`src/rtl/sb_pkg.sv`:
```
// Shared definitions for the sideband receive deserialiser.
// Holds the receive FSM state type and the default message/timing values.
// No ports.
package sb_pkg;

  localparam int SB_MSG_WIDTH      = 64;
  localparam int SB_GAP_CYCLES     = 256;  // 32 UI x 8 cycles
  localparam int SB_TIMEOUT_CYCLES = 64;
  localparam int SB_DEPTH          = 4;

  typedef enum logic [1:0] {
    ST_IDLE  = 2'd0,
    ST_SHIFT = 2'd1,
    ST_GAP   = 2'd2
  } sb_state_e;

endpackage

```
`src/rtl/sb_rx_deser_if.sv`:
```
// Receive-side message stream between the deserialiser FIFO and its consumer.
// Signals:
//   data_o  - FIFO head message        (master -> slave)
//   valid_o - FIFO not empty           (master -> slave)
//   level_o - FIFO occupancy           (master -> slave)
//   ready_i - consumer accepts head    (slave -> master)
interface sb_rx_deser_if
  import sb_pkg::*;
#(
  parameter int MSG_WIDTH = SB_MSG_WIDTH,
  parameter int DEPTH     = SB_DEPTH
);

  logic [MSG_WIDTH-1:0]   data_o;
  logic                   valid_o;
  logic [$clog2(DEPTH):0] level_o;
  logic                   ready_i;

  modport master (output data_o, output valid_o, output level_o, input ready_i);
  modport slave  (input data_o, input valid_o, input level_o, output ready_i);

endinterface

```
`src/rtl/sb_rx_fifo.sv`:
```
// First-word-fall-through FIFO holding completed sideband messages.
// Ports:
//   clk, rst_n      - clock, async active-low reset (clears storage too)
//   i_push, i_data  - write request and message
//   i_pop           - read request (ignored when empty)
//   o_data          - head entry
//   o_full, o_empty - occupancy flags
//   o_level         - number of stored entries
// A push while full is accepted only if a pop happens in the same cycle.
module sb_rx_fifo
  import sb_pkg::*;
#(
  parameter int WIDTH = SB_MSG_WIDTH,
  parameter int DEPTH = SB_DEPTH
) (
  input  logic                   clk,
  input  logic                   rst_n,
  input  logic                   i_push,
  input  logic [WIDTH-1:0]       i_data,
  input  logic                   i_pop,
  output logic [WIDTH-1:0]       o_data,
  output logic                   o_full,
  output logic                   o_empty,
  output logic [$clog2(DEPTH):0] o_level
);

  localparam int AW = $clog2(DEPTH);
  localparam logic [AW-1:0] PTR_ONE   = AW'(1);
  localparam logic [AW:0]   LVL_ONE   = (AW + 1)'(1);
  localparam logic [AW:0]   LVL_DEPTH = (AW + 1)'(DEPTH);

  logic [WIDTH-1:0] r_mem [DEPTH];
  logic [AW-1:0]    r_wr_ptr;
  logic [AW-1:0]    r_rd_ptr;
  logic [AW:0]      r_level;
  logic             w_do_push;
  logic             w_do_pop;

  assign o_full    = (r_level == LVL_DEPTH);
  assign o_empty   = (r_level == '0);
  assign o_level   = r_level;
  assign o_data    = r_mem[r_rd_ptr];
  assign w_do_pop  = i_pop & ~o_empty;
  assign w_do_push = i_push & (~o_full | w_do_pop);

  // Pointers are AW bits wide with DEPTH a power of two, so they wrap by themselves.
  always_ff @(posedge clk or negedge rst_n) begin
    if (!rst_n) begin
      for (int i = 0; i < DEPTH; i++) r_mem[i] <= '0;
      r_wr_ptr <= '0;
      r_rd_ptr <= '0;
      r_level  <= '0;
    end else begin
      if (w_do_push) begin
        r_mem[r_wr_ptr] <= i_data;
        r_wr_ptr        <= r_wr_ptr + PTR_ONE;
      end
      if (w_do_pop) r_rd_ptr <= r_rd_ptr + PTR_ONE;
      case ({w_do_push, w_do_pop})
        2'b10:   r_level <= r_level + LVL_ONE;
        2'b01:   r_level <= r_level - LVL_ONE;
        default: r_level <= r_level;
      endcase
    end
  end

endmodule

```
`src/rtl/sb_rx_deser.sv`:
```
// Sideband receive deserialiser: samples an asynchronous forwarded clock and
// data pin, assembles MSB-first messages on falling clock edges, enforces an
// inter-message gap and an intra-message timeout, and queues complete
// messages in a FWFT FIFO.
// Ports:
//   clk_800MHz, reset_n  - sole clock, async active-low reset
//   enable_i             - receiver enable (low aborts any partial message)
//   dataPin_i, clkPin_i  - serial data / forwarded clock (idle high), async
//   rx_if (master)       - data_o, valid_o, level_o out; ready_i in
//   overflow_o           - sticky, a message was dropped on a full FIFO
//   framing_err_o        - one-cycle pulse on a timeout or gap violation
//
// state    | meaning
// ---------+-----------------------------------------------------------
// ST_IDLE  | waiting for the first clock edge of a message
// ST_SHIFT | collecting bits; timeout counter watches for a stalled clock
// ST_GAP   | message done; edges here are early starts (framing error)
module sb_rx_deser
  import sb_pkg::*;
#(
  parameter int MSG_WIDTH      = SB_MSG_WIDTH,
  parameter int DEPTH          = SB_DEPTH,
  parameter int GAP_CYCLES     = SB_GAP_CYCLES,
  parameter int TIMEOUT_CYCLES = SB_TIMEOUT_CYCLES,
  parameter int SYNC_STAGES    = 2
) (
  input  logic          clk_800MHz,
  input  logic          reset_n,
  input  logic          enable_i,
  input  logic          dataPin_i,
  input  logic          clkPin_i,
  sb_rx_deser_if.master rx_if,
  output logic          overflow_o,
  output logic          framing_err_o
);

  localparam int BCW = $clog2(MSG_WIDTH) + 1;
  localparam int GCW = $clog2(GAP_CYCLES) + 1;
  localparam int TCW = $clog2(TIMEOUT_CYCLES) + 1;
  localparam logic [BCW-1:0] BIT_ONE  = BCW'(1);
  localparam logic [BCW-1:0] BIT_LAST = BCW'(MSG_WIDTH - 1);
  localparam logic [GCW-1:0] GAP_ONE  = GCW'(1);
  localparam logic [GCW-1:0] GAP_LAST = GCW'(GAP_CYCLES - 1);
  localparam logic [TCW-1:0] TO_ONE   = TCW'(1);
  localparam logic [TCW-1:0] TO_LAST  = TCW'(TIMEOUT_CYCLES - 1);

  logic [SYNC_STAGES-1:0] r_clk_sync;
  logic [SYNC_STAGES-1:0] r_dat_sync;
  logic                   r_clk_prev;
  logic                   w_clk_s;
  logic                   w_dat_s;
  logic                   w_edge;

  sb_state_e              r_state;
  logic [BCW-1:0]         r_bit_cnt;
  logic [GCW-1:0]         r_gap_cnt;
  logic [TCW-1:0]         r_to_cnt;
  logic [MSG_WIDTH-1:0]   r_shift;
  logic [MSG_WIDTH-1:0]   w_shift_nxt;
  logic [MSG_WIDTH-1:0]   w_first_word;
  logic                   r_framing_err;
  logic                   r_overflow;

  logic                   w_push;
  logic                   w_pop;
  logic                   w_full;
  logic                   w_empty;
  logic [MSG_WIDTH-1:0]   w_fifo_data;
  logic [$clog2(DEPTH):0] w_level;

  // Both pins go through identical chains so the data bit stays aligned
  // with the clock edge it belongs to. Idle-high reset avoids a false edge.
  always_ff @(posedge clk_800MHz or negedge reset_n) begin
    if (!reset_n) begin
      r_clk_sync <= '1;
      r_dat_sync <= '1;
      r_clk_prev <= 1'b1;
    end else begin
      r_clk_sync <= {r_clk_sync[SYNC_STAGES-2:0], clkPin_i};
      r_dat_sync <= {r_dat_sync[SYNC_STAGES-2:0], dataPin_i};
      r_clk_prev <= w_clk_s;
    end
  end

  assign w_clk_s      = r_clk_sync[SYNC_STAGES-1];
  assign w_dat_s      = r_dat_sync[SYNC_STAGES-1];
  assign w_edge       = r_clk_prev & ~w_clk_s;
  assign w_shift_nxt  = {r_shift[MSG_WIDTH-2:0], w_dat_s};
  assign w_first_word = {{(MSG_WIDTH-1){1'b0}}, w_dat_s};

  // The last bit is pushed straight from the shift path in the edge cycle.
  assign w_push = enable_i & (r_state == ST_SHIFT) & w_edge & (r_bit_cnt == BIT_LAST);

  always_ff @(posedge clk_800MHz or negedge reset_n) begin
    if (!reset_n) begin
      r_state       <= ST_IDLE;
      r_bit_cnt     <= '0;
      r_gap_cnt     <= '0;
      r_to_cnt      <= '0;
      r_shift       <= '0;
      r_framing_err <= 1'b0;
    end else begin
      r_framing_err <= 1'b0;
      if (!enable_i) begin
        r_state   <= ST_IDLE;
        r_bit_cnt <= '0;
        r_gap_cnt <= '0;
        r_to_cnt  <= '0;
        r_shift   <= '0;
      end else begin
        case (r_state)
          ST_IDLE: begin
            if (w_edge) begin
              r_shift   <= w_first_word;
              r_bit_cnt <= BIT_ONE;
              r_to_cnt  <= '0;
              r_state   <= ST_SHIFT;
            end
          end
          ST_SHIFT: begin
            if (w_edge) begin
              r_shift  <= w_shift_nxt;
              r_to_cnt <= '0;
              if (r_bit_cnt == BIT_LAST) begin
                r_bit_cnt <= '0;
                r_gap_cnt <= '0;
                r_state   <= ST_GAP;
              end else begin
                r_bit_cnt <= r_bit_cnt + BIT_ONE;
              end
            end else if (r_to_cnt == TO_LAST) begin
              r_framing_err <= 1'b1;
              r_bit_cnt     <= '0;
              r_to_cnt      <= '0;
              r_shift       <= '0;
              r_state       <= ST_IDLE;
            end else begin
              r_to_cnt <= r_to_cnt + TO_ONE;
            end
          end
          ST_GAP: begin
            // An early edge is flagged but still starts the next message.
            if (w_edge) begin
              r_framing_err <= 1'b1;
              r_shift       <= w_first_word;
              r_bit_cnt     <= BIT_ONE;
              r_to_cnt      <= '0;
              r_state       <= ST_SHIFT;
            end else if (r_gap_cnt == GAP_LAST) begin
              r_gap_cnt <= '0;
              r_state   <= ST_IDLE;
            end else begin
              r_gap_cnt <= r_gap_cnt + GAP_ONE;
            end
          end
          default: r_state <= ST_IDLE;
        endcase
      end
    end
  end

  assign w_pop = ~w_empty & rx_if.ready_i;

  always_ff @(posedge clk_800MHz or negedge reset_n) begin
    if (!reset_n) r_overflow <= 1'b0;
    else if (w_push & w_full & ~w_pop) r_overflow <= 1'b1;
  end

  sb_rx_fifo #(
    .WIDTH (MSG_WIDTH),
    .DEPTH (DEPTH)
  ) u_fifo (
    .clk     (clk_800MHz),
    .rst_n   (reset_n),
    .i_push  (w_push),
    .i_data  (w_shift_nxt),
    .i_pop   (w_pop),
    .o_data  (w_fifo_data),
    .o_full  (w_full),
    .o_empty (w_empty),
    .o_level (w_level)
  );

  assign rx_if.data_o  = w_fifo_data;
  assign rx_if.valid_o = ~w_empty;
  assign rx_if.level_o = w_level;
  assign overflow_o    = r_overflow;
  assign framing_err_o = r_framing_err;

endmodule

```
`src/flat_wrapper.sv`:
```
// flat-port wrapper written by rule: the top's interface ports become plain ports
module sb_rx_deser_flat import sb_pkg::*;
#(
  parameter int MSG_WIDTH      = SB_MSG_WIDTH,
  parameter int DEPTH          = SB_DEPTH,
  parameter int GAP_CYCLES     = SB_GAP_CYCLES,
  parameter int TIMEOUT_CYCLES = SB_TIMEOUT_CYCLES,
  parameter int SYNC_STAGES    = 2
)
  (clk_800MHz, reset_n, enable_i, dataPin_i, clkPin_i, overflow_o, framing_err_o, rx_if_data_o, rx_if_valid_o, rx_if_level_o, rx_if_ready_i);
  sb_rx_deser_if #(.MSG_WIDTH(MSG_WIDTH), .DEPTH(DEPTH)) rx_if_i ();
  input  logic clk_800MHz;
  input  logic reset_n;
  input  logic enable_i;
  input  logic dataPin_i;
  input  logic clkPin_i;
  output logic overflow_o;
  output logic framing_err_o;
  output wire logic [$bits(rx_if_i.data_o)-1:0] rx_if_data_o;
  output wire logic [$bits(rx_if_i.valid_o)-1:0] rx_if_valid_o;
  output wire logic [$bits(rx_if_i.level_o)-1:0] rx_if_level_o;
  input wire logic [$bits(rx_if_i.ready_i)-1:0] rx_if_ready_i;
  assign rx_if_data_o = rx_if_i.data_o;
  assign rx_if_valid_o = rx_if_i.valid_o;
  assign rx_if_level_o = rx_if_i.level_o;
  assign rx_if_i.ready_i = rx_if_ready_i;
  sb_rx_deser #(.MSG_WIDTH(MSG_WIDTH), .DEPTH(DEPTH), .GAP_CYCLES(GAP_CYCLES), .TIMEOUT_CYCLES(TIMEOUT_CYCLES), .SYNC_STAGES(SYNC_STAGES)) u_core (.clk_800MHz(clk_800MHz), .reset_n(reset_n), .enable_i(enable_i), .dataPin_i(dataPin_i), .clkPin_i(clkPin_i), .rx_if(rx_if_i), .overflow_o(overflow_o), .framing_err_o(framing_err_o));
endmodule
```
`config.mk`:
```
export PLATFORM = sky130hd
export DESIGN_NAME = sb_rx_deser_flat
export DESIGN_NICKNAME = d
export VERILOG_FILES = /design/src/rtl/sb_pkg.sv /design/src/rtl/sb_rx_deser_if.sv /design/src/rtl/sb_rx_fifo.sv /design/src/rtl/sb_rx_deser.sv /design/src/flat_wrapper.sv
export SDC_FILE = /design/constraint.sdc
export NUM_CORES = 1
export LEC_CHECK = 0
export ABC_AREA = 1
export ABC_CLOCK_PERIOD_IN_PS = 2400
export CORE_MARGIN = 2
export CORE_UTILIZATION = 40
export DETAILED_ROUTE_END_ITERATION = 6
export GPL_ROUTABILITY_DRIVEN = 0
export PLACE_DENSITY = 0.65
export REMOVE_ABC_BUFFERS = 1
export SLEW_MARGIN = 20
export SYNTH_ARGS = -nofsm -noshare
export SYNTH_HDL_FRONTEND = slang
export SYNTH_HIERARCHICAL = 1
export SYNTH_SLANG_ARGS = --single-unit
```
`constraint.sdc`:
```
create_clock -name clk_800MHz -period 2.4 [get_ports clk_800MHz]
set_input_delay 0.48 -clock clk_800MHz [delete_from_list [all_inputs] [get_ports clk_800MHz]]
set_output_delay 0.48 -clock clk_800MHz [all_outputs]
set_load 0.005 [all_outputs]
```
==> key figures, run 1 <==
Critical path
  • CP max FO: 6
  • Critical Path End Type: output port
  • CP startpoint kind: flop
  • Crit path DAT: 1.99 ns
  • Crit. Startpoint: u_core/u_fifo/r_rd_ptr[0]$_DFFE_PN0P_
  • Worst R2R Path Depth: 14
  • CP Class: reg2out
  • Reg-to-Reg Start: u_core/r_bit_cnt[0]$_DFFE_PN0P_
  • Crit path required time: 1.92 ns
  • FF-to-FF End: u_core/u_fifo/o_level[2]$_DFFE_PN0P_
  • Critical Path End: rx_if_data_o[27]
  • R2R setup slack: 0.16 ns

Routing
  • DR WL/cell: 19.3 um
  • Detailed Routing Iterations Pass 1: 5
  • Drt via density: 5.70
  • Vias post-DR: 15600
  • Total Wirelength: 53000 um
  • Iter 0 DRT Violations: 1393
  • Antenna-violating nets left: 0
  • Residual DRC: 0

STA
  • Max Slew Vio Count: 0
  • FMAX: 405 MHz
  • Slew @ Worst Pin: 0.566 ns
  • Fin crit share: 103%
  • Final Worst Setup Slack: -0.0712 ns
  • RSZ-0062 raised after global routing: true
  • Tmin final: 2.47 ns
  • Final Hold Fails: 0
  • Clock Skew: 0.0200 ns
  • Slew headroom: 62.3%
  • Final setup viols: 19

Synth
  • Area contributors post-synth: dfrtp_1 (51%), nand2_1 (16%), nand4_1 (9.4%), o21ai_0 (4.0%), nor2_1 (3.1%)
  • Unique masters post-synth: 36
  • Netlist Area Pre-Place: 17300 um^2
  • Register area share after synthesis: 51.9%
  • Area leader, netlist: dfrtp_1
  • Post-Synthesis Cells: 2073
  • Asr flop ratio synth: 100%
  • Post-synth top area share: 51.1%
  • Most common library cells after synthesis: nand2_1 (726), dfrtp_1 (353), nand4_1 (261)
  • Count leader, synth: nand2_1
  • Synth Flop Type: dfrtp_1
  • Synthesized area per cell: 8.34 um^2
  • Register bit total from synthesis: 358
  • Ys Warns: 6
  • Post-synth EDFFs: 0

Final layout
  • Share of cells above drive strength 1: 18.4%
  • Layout Nets: 2152
  • Post-route cell area: 21200 um^2
  • Fillers: 3957
  • Area Overhead vs Synth: 22.8%

Pwr
  • Total leakage power: 10.9 nW
  • Pwr per Cell Area: 1040 nW/um^2
  • Peak supply drop: 0.576 mV

Clocking
  • Longest Clk Path Bufs: 3
  • TritonCTS Sinks: 358
  • CTS buffer count: 40
  • CTS tree: yes
  • Clk slew on worst S/H paths: 0.06 ns
  • CTS H-tree lvls: 2
  • CTS root buf: clkbuf_16
  • Clk_lat worst skew: 0.55 ns

Global routing
  • Congestion Overflow GR: 0
  • GR Util met3: 3.37%
  • GR Layer Usage met1: 32.1%
  • GRT Total Usage: 23.5%
  • Initial antenna violation count: 1
  • First-pass GRT wire length: 83600 um
  • Most crowded layer after global routing: met2
  • Pin count of the biggest net entering global routing: 94
  • GR Util met2: 38.4%
  • Vias in the first global route: 14900

Floorplan
  • # rows: 76
  • Core region area: 42900 um^2
  • DIE AREA: 44900 um^2
  • Initial Util: 40.3%
  • Die Ht: 212 um
  • IO Pins: 76
  • Chip width: 212 um

Placed design
  • Area post-placement: 18800 um^2
  • Setup WS pre-CTS: -0.0801 ns
  • Port bufs: 75
  • Post-DP HPWL: 27100 um

Run
  • Max-Cap Viols: 0

Outcome
  • Failing checks: setup timing
  • Outcome: finished, violations left

Hold path
  • Worst Hold Class: in2reg
==> power by group <==
part           total, mW  switching (mW)  leakage, nW  internal [mW]
Sequential          6.27           0.131         4.97           6.14
Clock               6.08            2.49        0.635           3.60
Combinational       9.65            5.39         5.27           4.27
==> kinds of logic (layout without fill, tap and decap cells) <==
group	Yosys count	count (layout)	synth area share [%]
AO/OA/AOI/OAI	213	213	6.69
XOR/XNOR	8	8	0.405
adder cells (fa/ha/maj)	13	13	0.984
buffers and inverters	228	313	7.27
flip-flops	358	358	51.9
other	0	1	0
AND/OR/NAND/NOR	1253	1253	32.8
==> flip-flops by register name, summed over array words and instances, names as in the netlist, 3 cells and up <==
name,cells
u_core/r_bit_cnt,7
u_core/r_gap_cnt,9
u_core/r_shift,63
u_core/r_to_cnt,7
u_core/u_fifo/o_level,3
u_core/u_fifo/r_mem,256
==> placed cells by master (no fill, tap or decap), types with 45 or more instances in the layout <==
master / n
buf_2: 53
nand4_1: 261
o21ai_0: 53
o21ai_1: 60
nor2_1: 106
buf_12: 47
dfrtp_1: 351
nand2_1: 725
clkbuf_16: 45
nand3_1: 80
==> cell type report <==
class                           count  area, um^2  area share (%)
Inverter                           54         218            1.03
Tap cell                          585         732            3.45
Timing Repair Buffer              192        2340            11.0
Sequential cell                   358        8970            42.3
Antenna cell                        1        2.50          0.0118
Clock buffer                       59        1210            5.72
Clock inverter                      8        81.3           0.383
Multi-Input combinational cell   1487        7660            36.1
==> how the worst min path moves through the flow <==
stage	startpoint	depth (start not counted)	slack [ns]	end
after floorplan	reset_n	0	0.18	u_core/framing_err_o$_DFF_PN0_
after global placement	u_core/r_dat_sync[0]$_DFF_PN1_	0	0.35	u_core/r_dat_sync[1]$_DFF_PN1_
after detailed placement	u_core/r_dat_sync[0]$_DFF_PN1_	0	0.35	u_core/r_dat_sync[1]$_DFF_PN1_
after CTS	clkPin_i	1	0.32	u_core/r_clk_sync[0]$_DFF_PN1_
after global routing	clkPin_i	1	0.33	u_core/r_clk_sync[0]$_DFF_PN1_
final	clkPin_i	1	0.34	u_core/r_clk_sync[0]$_DFF_PN1_
==> repair_timing <==
action                     in CTS  in global routing
setup endpoints to repair      64                 66
hold buffers                    1                  0
cloned                         13                  3
pin swaps                      51                 54
setup buffers                  25                  6
hold endpoints to repair       32                  0
gates resized for setup       401                127
==> through the flow <==
| stage | utilization (%) | power (mW) | hold WS (ns) | instances | setup TNS (ns) |
|---|---|---|---|---|---|
| floorplan | - | 9.57 | 0.184 | 1899 | -4476.94 |
| global placement | 43.8 | 13.7 | 0.346 | 2636 | -0.0212 |
| detailed placement | 43.8 | 13.7 | 0.349 | 2636 | -0.135 |
| CTS | 48.7 | 21.5 | 0.318 | 2740 | -2.92 |
| global route | 49.5 | 23.0 | 0.333 | 2743 | -2.50 |
| finish | 49.5 | 22.0 | 0.343 | 2744 | -0.527 |
==> routing by layer <==
layer  wire length [um]  vias to the layer above
met2              25600                      565
met1              22500                     7814
met5                  7                        -
met3               3570                       93
met4               1400                        2
li1                   -                     7156
==> critical path, cell delays in order, from the launching register on <==
cell	delay [ns]
dfrtp_4	0.53
inv_8	0.10
buf_12	0.13
buf_12	0.12
buf_8	0.13
nor2_4	0.04
o22ai_1	0.15
buf_4	0.15
buf_6	0.09
No activity file was read; power rests on OpenSTA's default activity.
==> inputs of run 2 (changes only) <==
--- a/config.mk
+++ b/config.mk
@@ -8,10 +8,10 @@
 export ABC_AREA = 1
 export ABC_CLOCK_PERIOD_IN_PS = 2400
 export CORE_MARGIN = 2
-export CORE_UTILIZATION = 40
+export CORE_UTILIZATION = 34
 export DETAILED_ROUTE_END_ITERATION = 6
 export GPL_ROUTABILITY_DRIVEN = 0
-export PLACE_DENSITY = 0.65
+export PLACE_DENSITY = 0.58
 export REMOVE_ABC_BUFFERS = 1
 export SLEW_MARGIN = 20
 export SYNTH_ARGS = -nofsm -noshare
==> key figures, run 2 (same netlist as run 1, synthesis figures left out) <==
Hold path
  • Hold Path Sink: u_core/r_clk_sync[0]$_DFF_PN1_
  • Worst min-delay path startpoint: clkPin_i
  • Hold Crit Depth: 1 (unchanged)
  • Worst Hold Class: in2reg

Global routing
  • Initial antenna violation count: 2 (+1)
  • GR Util met2: 34.8% (-3.6 points)
  • Congestion Overflow GR: 0 (unchanged)
  • GR Layer Usage met1: 28.5% (-3.6 points)
  • GRT Total Usage: 21.1% (-2.4 points)
  • Pin count of the biggest net entering global routing: 117 (+24%)
  • First-pass GRT wire length: 88900 um (+6.4%)
  • Most crowded layer after global routing: met2
  • Vias in the first global route: 15400 (+2.8%)
  • GR Util met3: 3.91% (+0.54 points)

Final layout
  • Post-Route Utilization: 44.5% (-5.0 points)
  • Area Overhead vs Synth: 29.2%
  • Biggest regs: u_core/u_fifo/r_mem: 256 flops, u_core/r_shift: 63 flops, u_core/r_gap_cnt: 9 flops
  • Largest Register: u_core/u_fifo/r_mem
  • Share of cells above drive strength 1: 22.6% (+4.2 points)
  • Layout Nets: 2196 (+2.0%)
  • Commonest non-fill, non-tap cell in the layout: nand2_1
  • Number of flip-flops in the largest register: 256 (unchanged)
  • Most frequent cells in the layout: nand2_1 (725), dfrtp_1 (351), nand4_1 (261)
  • Post-route cell area: 22300 um^2 (+5.2%)

STA
  • Fin crit share: 108% (+4.6 points)
  • Final setup viols: 47 (+28)
  • FMAX: 387 MHz (-4.3%)
  • Final Hold Fails: 0 (unchanged)
  • Clock Skew: 0.0307 ns (+0.0107 ns)
  • Slew headroom: 61.6% (-0.72 points)
  • RSZ-0062 raised after global routing: true
  • Tmin final: 2.58 ns (+0.110 ns)
  • Final hold slack: 0.317 ns (-0.0267 ns)
  • Final Worst Setup Slack: -0.182 ns (-0.110 ns)
  • Max Slew Vio Count: 0 (unchanged)
  • Slew @ Worst Pin: 0.576 ns (+0.0108 ns)

Floorplan
  • Chip width: 229 um (+8.3%)
  • IO Pins: 76 (unchanged)
  • Die Ht: 229 um (+8.3%)
  • Initial Util: 34.5% (-5.9 points)
  • Core region area: 50200 um^2 (+17%)
  • # rows: 82 (+7.9%)
  • DIE AREA: 52700 um^2 (+17%)

Clocking
  • CTS buffer count: 40 (unchanged)
  • CTS tree: yes
  • CTS root buf: clkbuf_16
  • Clk_lat worst skew: 0.57 ns (+0.02 ns)
  • TritonCTS Sinks: 358 (unchanged)
  • Longest Clk Path Bufs: 3 (unchanged)
  • Clk slew on worst S/H paths: 0.05 ns (about the same)
  • CTS H-tree lvls: 2 (unchanged)

Routing
  • Detailed Routing Iterations Pass 1: 5 (unchanged)
  • Drt via density: 5.43 (-4.6%)
  • Antenna-violating nets left: 0 (unchanged)
  • Iter 0 DRT Violations: 1405 (+0.86%)
  • DR WL/cell: 19.8 um (+2.2%)
  • Vias post-DR: 15600 (+0.12%)
  • Residual DRC: 0 (unchanged)
  • Total Wirelength: 56900 um (+7.3%)

Outcome
  • Outcome: finished, violations left
  • Failing checks: setup timing

Critical path
  • Critical Path End Type: output port
  • CP startpoint kind: flop
  • R2R setup slack: 0.16 ns (about the same)
  • Reg-to-Reg Start: u_core/r_bit_cnt[1]$_DFFE_PN0P_
  • FF-to-FF End: u_core/u_fifo/o_level[2]$_DFFE_PN0P_
  • CP dominant cell by count: buf_12
  • CP Class: reg2out
  • Crit path DAT: 2.10 ns (+0.11 ns)
  • Crit-path max cell delay: 0.51 ns (-0.02 ns)
  • Slowest CP cell: dfrtp_4
  • Cell Chain, Critical Path: buf_12 -> buf_12 -> buf_16 -> buf_12 -> buf_8 -> nor2_4 -> o22ai_2 -> buf_2
  • CP max FO: 8 (+2)
  • Worst R2R Path Depth: 14 (unchanged)
  • Crit path required time: 1.92 ns (about the same)

Run
  • Max-Cap Viols: 0 (unchanged)

Placed design
  • Area post-placement: 19000 um^2 (+0.93%)
  • Post-DP HPWL: 28200 um (+4.1%)
  • Setup WS pre-CTS: -0.0634 ns (+0.0167 ns)
  • Port bufs: 75 (unchanged)

Pwr
  • Peak supply drop: 0.572 mV (-0.79%)
  • Pwr per Cell Area: 1070 nW/um^2 (+3.1%)
  • Total leakage power: 11.2 nW (+3.2%)
-- run 2: cell types whose count changed in the layout (fill, tap and decap cells not counted), moves of 13 or more --
cell / delta
buf_4: +24
clkbuf_1: +13
nor2_1: -25
nor2_4: +19
o21ai_1: -20
o21ai_2: +17
o22ai_1: -16
-- run 2: power breakdown --
part / internal [mW] / switching [mW]
logic: 5.24 / 6.24
registers: 6.14 / 0.124
clock network: 3.64 / 2.50
-- run 2: stage by stage --
step	std cells	power [mW]	TNS [ns]
after global routing	2880	24.9	-6.86
after detailed placement	2728	13.8	-0.0830
after CTS	2865	23.0	-6.82
after global placement	2728	13.8	-0.0372
final	2881	23.9	-3.82
after floorplan	1899	9.57	-4476.94
-- run 2: layer usage --
layer	vias to the layer above	part of all wire, %
li1	7241	-
met1	7840	44
met2	491	48
met3	74	5.9
met4	2	2.1
met5	-	0.023
-- run 2: worst max-delay path: cells and delay by family, from the launching register on --
family / cells / cell delay [ns]
compound gates: 1 / 0.07
buf+inv: 6 / 0.89
flops: 1 / 0.51
simple gates: 1 / 0.07
-- run 2: worst max path at each step --
stage / start / cells past startpoint / end / slack (ns)
detailed placement: enable_i / 12 / u_core/u_fifo/o_level[2]$_DFFE_PN0P_ / -0.06
floorplan: u_core/r_clk_prev$_DFF_PN1_ / 7 / u_core/u_fifo/r_mem[0]$_DFFE_PN0P_ / -16.63
finish: u_core/u_fifo/r_rd_ptr[0]$_DFFE_PN0P_ / 8 / rx_if_data_o[52] / -0.18
global route: u_core/u_fifo/r_rd_ptr[0]$_DFFE_PN0P_ / 8 / rx_if_data_o[52] / -0.24
global placement: enable_i / 12 / u_core/u_fifo/o_level[2]$_DFFE_PN0P_ / -0.04
CTS: u_core/u_fifo/r_rd_ptr[0]$_DFFE_PN0P_ / 7 / rx_if_data_o[53] / -0.23
-- run 2: area by class of cell --
class,instances,area [um^2]
multi-input cells,1487,8170
diodes,1,2.50
fillers,4820,27800
flip-flops and latches,358,8970
well taps,672,841
repair buffers,236,2830
clock buffers,68,1210
inverters,54,218
clock inverters,5,86.3
-- run 2: timing repair --
action	CTS	global route
endpoints found under the setup margin	64	76
gates resized for setup	476	165
hold buffers	1	0
buffers inserted	53	20
cloned	19	4
pin swaps	76	61
hold endpoints to repair	31	0
==> inputs of run 3 (changes only) <==
--- a/config.mk
+++ b/config.mk
@@ -10,8 +10,9 @@
 export CORE_MARGIN = 2
 export CORE_UTILIZATION = 34
 export DETAILED_ROUTE_END_ITERATION = 6
+export DONT_BUFFER_PORTS = 1
 export GPL_ROUTABILITY_DRIVEN = 0
-export PLACE_DENSITY = 0.58
+export PLACE_DENSITY = 0.56
 export REMOVE_ABC_BUFFERS = 1
 export SLEW_MARGIN = 20
 export SYNTH_ARGS = -nofsm -noshare
==> key figures, run 3 (same netlist as run 1, synthesis figures left out) <==
Final layout
  • Number of flip-flops in the largest register: 256 (unchanged)
  • Share of cells above drive strength 1: 14.3% (-8.2 points)
  • Layout Nets: 2063 (-6.1%)
  • Commonest non-fill, non-tap cell in the layout: nand2_1
  • Most frequent cells in the layout: nand2_1 (726), dfrtp_1 (351), nand4_1 (261)
  • Largest Register: u_core/u_fifo/r_mem
  • Antenna diodes: 0 (-1)
  • Biggest regs: u_core/u_fifo/r_mem: 256 flops, u_core/r_shift: 63 flops, u_core/r_gap_cnt: 9 flops
  • Post-Route Utilization: 40.7% (-3.8 points)
  • Post-route cell area: 20400 um^2 (-8.5%)
  • Area Overhead vs Synth: 18.2%
  • Seq. cell area: 8970 um^2 (unchanged)
  • Area of the multi-input gates: 7630 um^2 (-6.6%)
  • Fillers: 4971 (+3.1%)

Global routing
  • Congestion Overflow GR: 0 (unchanged)
  • Initial antenna violation count: 0 (-2)
  • First-pass GRT wire length: 86300 um (-3.0%)
  • Pin count of the biggest net entering global routing: 359 (+210%)
  • GRT Total Usage: 20.6% (-0.52 points)
  • Vias in the first global route: 14600 (-4.9%)

Clocking
  • CTS root buf: clkbuf_16
  • Hold buffers post-CTS: 2 (+1)
  • TritonCTS Sinks: 358 (unchanged)
  • Longest Clk Path Bufs: 3 (unchanged)
  • CTS buffer count: 41 (+2.5%)
  • CTS tree: yes
  • Clk_lat worst skew: 0.59 ns (+0.02 ns)
  • Clk slew on worst S/H paths: 0.06 ns (about the same)
  • CTS H-tree lvls: 2 (unchanged)

Floorplan
  • Initial Util: 34.5% (unchanged)
  • DIE AREA: 52700 um^2 (unchanged)
  • # rows: 82 (unchanged)
  • Core region area: 50200 um^2 (unchanged)
  • Chip width: 229 um (unchanged)
  • Die Ht: 229 um (unchanged)
  • IO Pins: 76 (unchanged)

Routing
  • Iter 0 DRT Violations: 1428 (+1.6%)
  • DR WL/cell: 20.2 um (+2.3%)
  • Detailed Routing Iterations Pass 1: 5 (unchanged)
  • Antenna-violating nets left: 0 (unchanged)
  • Residual DRC: 0 (unchanged)
  • Vias post-DR: 15100 (-3.7%)
  • Total Wirelength: 55400 um (-2.6%)
  • Drt via density: 5.49 (+1.1%)

Placed design
  • Port bufs: 0 (-100%)
  • Area post-placement: 17900 um^2 (-5.3%)
  • Post-DP HPWL: 26900 um (-4.9%)

STA
  • Final Worst Setup Slack: -0.0586 ns (+0.123 ns)
  • Clock Skew: 0.0300 ns (-0.000736 ns)
  • Tmin final: 2.46 ns (-0.123 ns)
  • Max Slew Vio Count: 0 (unchanged)
  • Slew @ Worst Pin: 1.40 ns (+0.828 ns)
  • FMAX: 407 MHz (+5.0%)
  • Slew headroom: 6.36% (-55 points)
  • Fin crit share: 102% (-5.1 points)
  • RSZ-0062 raised after global routing: true
  • Final setup viols: 11 (-77%)
  • Final Hold Fails: 353 (+353)
  • Final hold slack: -0.396 ns (-0.713 ns)

Critical path
  • Crit path required time: 1.92 ns (about the same)
  • Crit path DAT: 1.98 ns (-0.12 ns)
  • CP startpoint kind: flop
  • CP max FO: 25 (+17)
  • Critical Path End Type: output port
  • CP Class: reg2out

Pwr
  • Pwr per Cell Area: 1030 nW/um^2 (-4.0%)
  • Peak supply drop: 0.569 mV (-0.59%)
  • Total leakage power: 10.4 nW (-7.7%)

Run
  • Max-Cap Viols: 0 (unchanged)

Outcome
  • Failing checks: hold timing, setup timing
  • Outcome: finished, violations left

Hold path
  • Worst Hold Class: in2async
==> run 3: power breakdown <==
| group | leakage (nW) | total (mW) | internal, mW | switching (mW) |
|---|---|---|---|---|
| Sequential | 4.97 | 6.29 | 6.14 | 0.144 |
| Clock | 0.658 | 6.27 | 3.65 | 2.61 |
| Combinational | 4.73 | 8.42 | 3.31 | 5.12 |
| Total | 10.4 | 21.0 | 13.1 | 7.87 |
==> run 3: critical path, cell delays in order, from the launching register on <==
cell	delay [ns]
dfrtp_4	0.58
inv_8	0.16
buf_16	0.19
nor2_1	0.07
o22ai_2	0.26
buf_4	0.16
==> run 3: final cells by class <==
class / count / area share [%]
Sequential cell: 358 / 43.9
Tap cell: 672 / 4.12
Clock buffer: 57 / 5.76
Multi-Input combinational cell: 1487 / 37.4
Clock inverter: 14 / 0.747
Timing Repair Buffer: 102 / 7.03
Inverter: 54 / 1.08
==> run 3: layer usage <==
layer,track usage [%],part of all wire (%),wire (um)
met4,4.81,1.6,891
met1,28.8,44,24300
met5,0,0,0
met2,32.8,47,26000
met3,4.35,7.6,4190
==> run 3: final timing paths <==
path	startpoint	slack (ns)	endpoint	cells past startpoint
worst max register to register	u_core/r_bit_cnt[1]$_DFFE_PN0P_	0.11	u_core/u_fifo/r_mem[246]$_DFFE_PN0P_	10
max in group asynchronous	reset_n	1.49	u_core/u_fifo/r_rd_ptr[0]$_DFFE_PN0P_	0
worst max-delay path	u_core/u_fifo/r_rd_ptr[0]$_DFFE_PN0P_	-0.06	rx_if_data_o[33]	5
worst min-delay path	reset_n	-0.40	u_core/u_fifo/r_mem[62]$_DFFE_PN0P_	0
min in group clk_800MHz	enable_i	0.05	u_core/framing_err_o$_DFF_PN0_	2
worst min register to register	u_core/r_clk_sync[0]$_DFF_PN1_	0.36	u_core/r_clk_sync[1]$_DFF_PN1_	0
==> run 3: through the flow <==
stage / instances / TNS [ns] / total power, mW / worst slack (ns) / hold slack, ns
floorplan: 1899 / -4476.94 / 9.57 / -16.63 / 0.184
global placement: 2646 / 0 / 12.3 / 0.179 / 0.193
detailed placement: 2646 / 0 / 12.3 / 0.140 / 0.194
CTS: 2738 / -0.616 / 20.6 / -0.0562 / -0.427
global route: 2744 / -6.10 / 21.9 / -0.119 / -0.425
finish: 2744 / -0.308 / 21.0 / -0.0586 / -0.396
==> run 3: repair_timing <==
item	4_1_cts	5_1_grt
endpoints found under the hold margin	360	358
pin swaps	19	16
buffers inserted	7	3
cloned	12	3
setup endpoints to repair	56	163
gates resized for setup	102	66
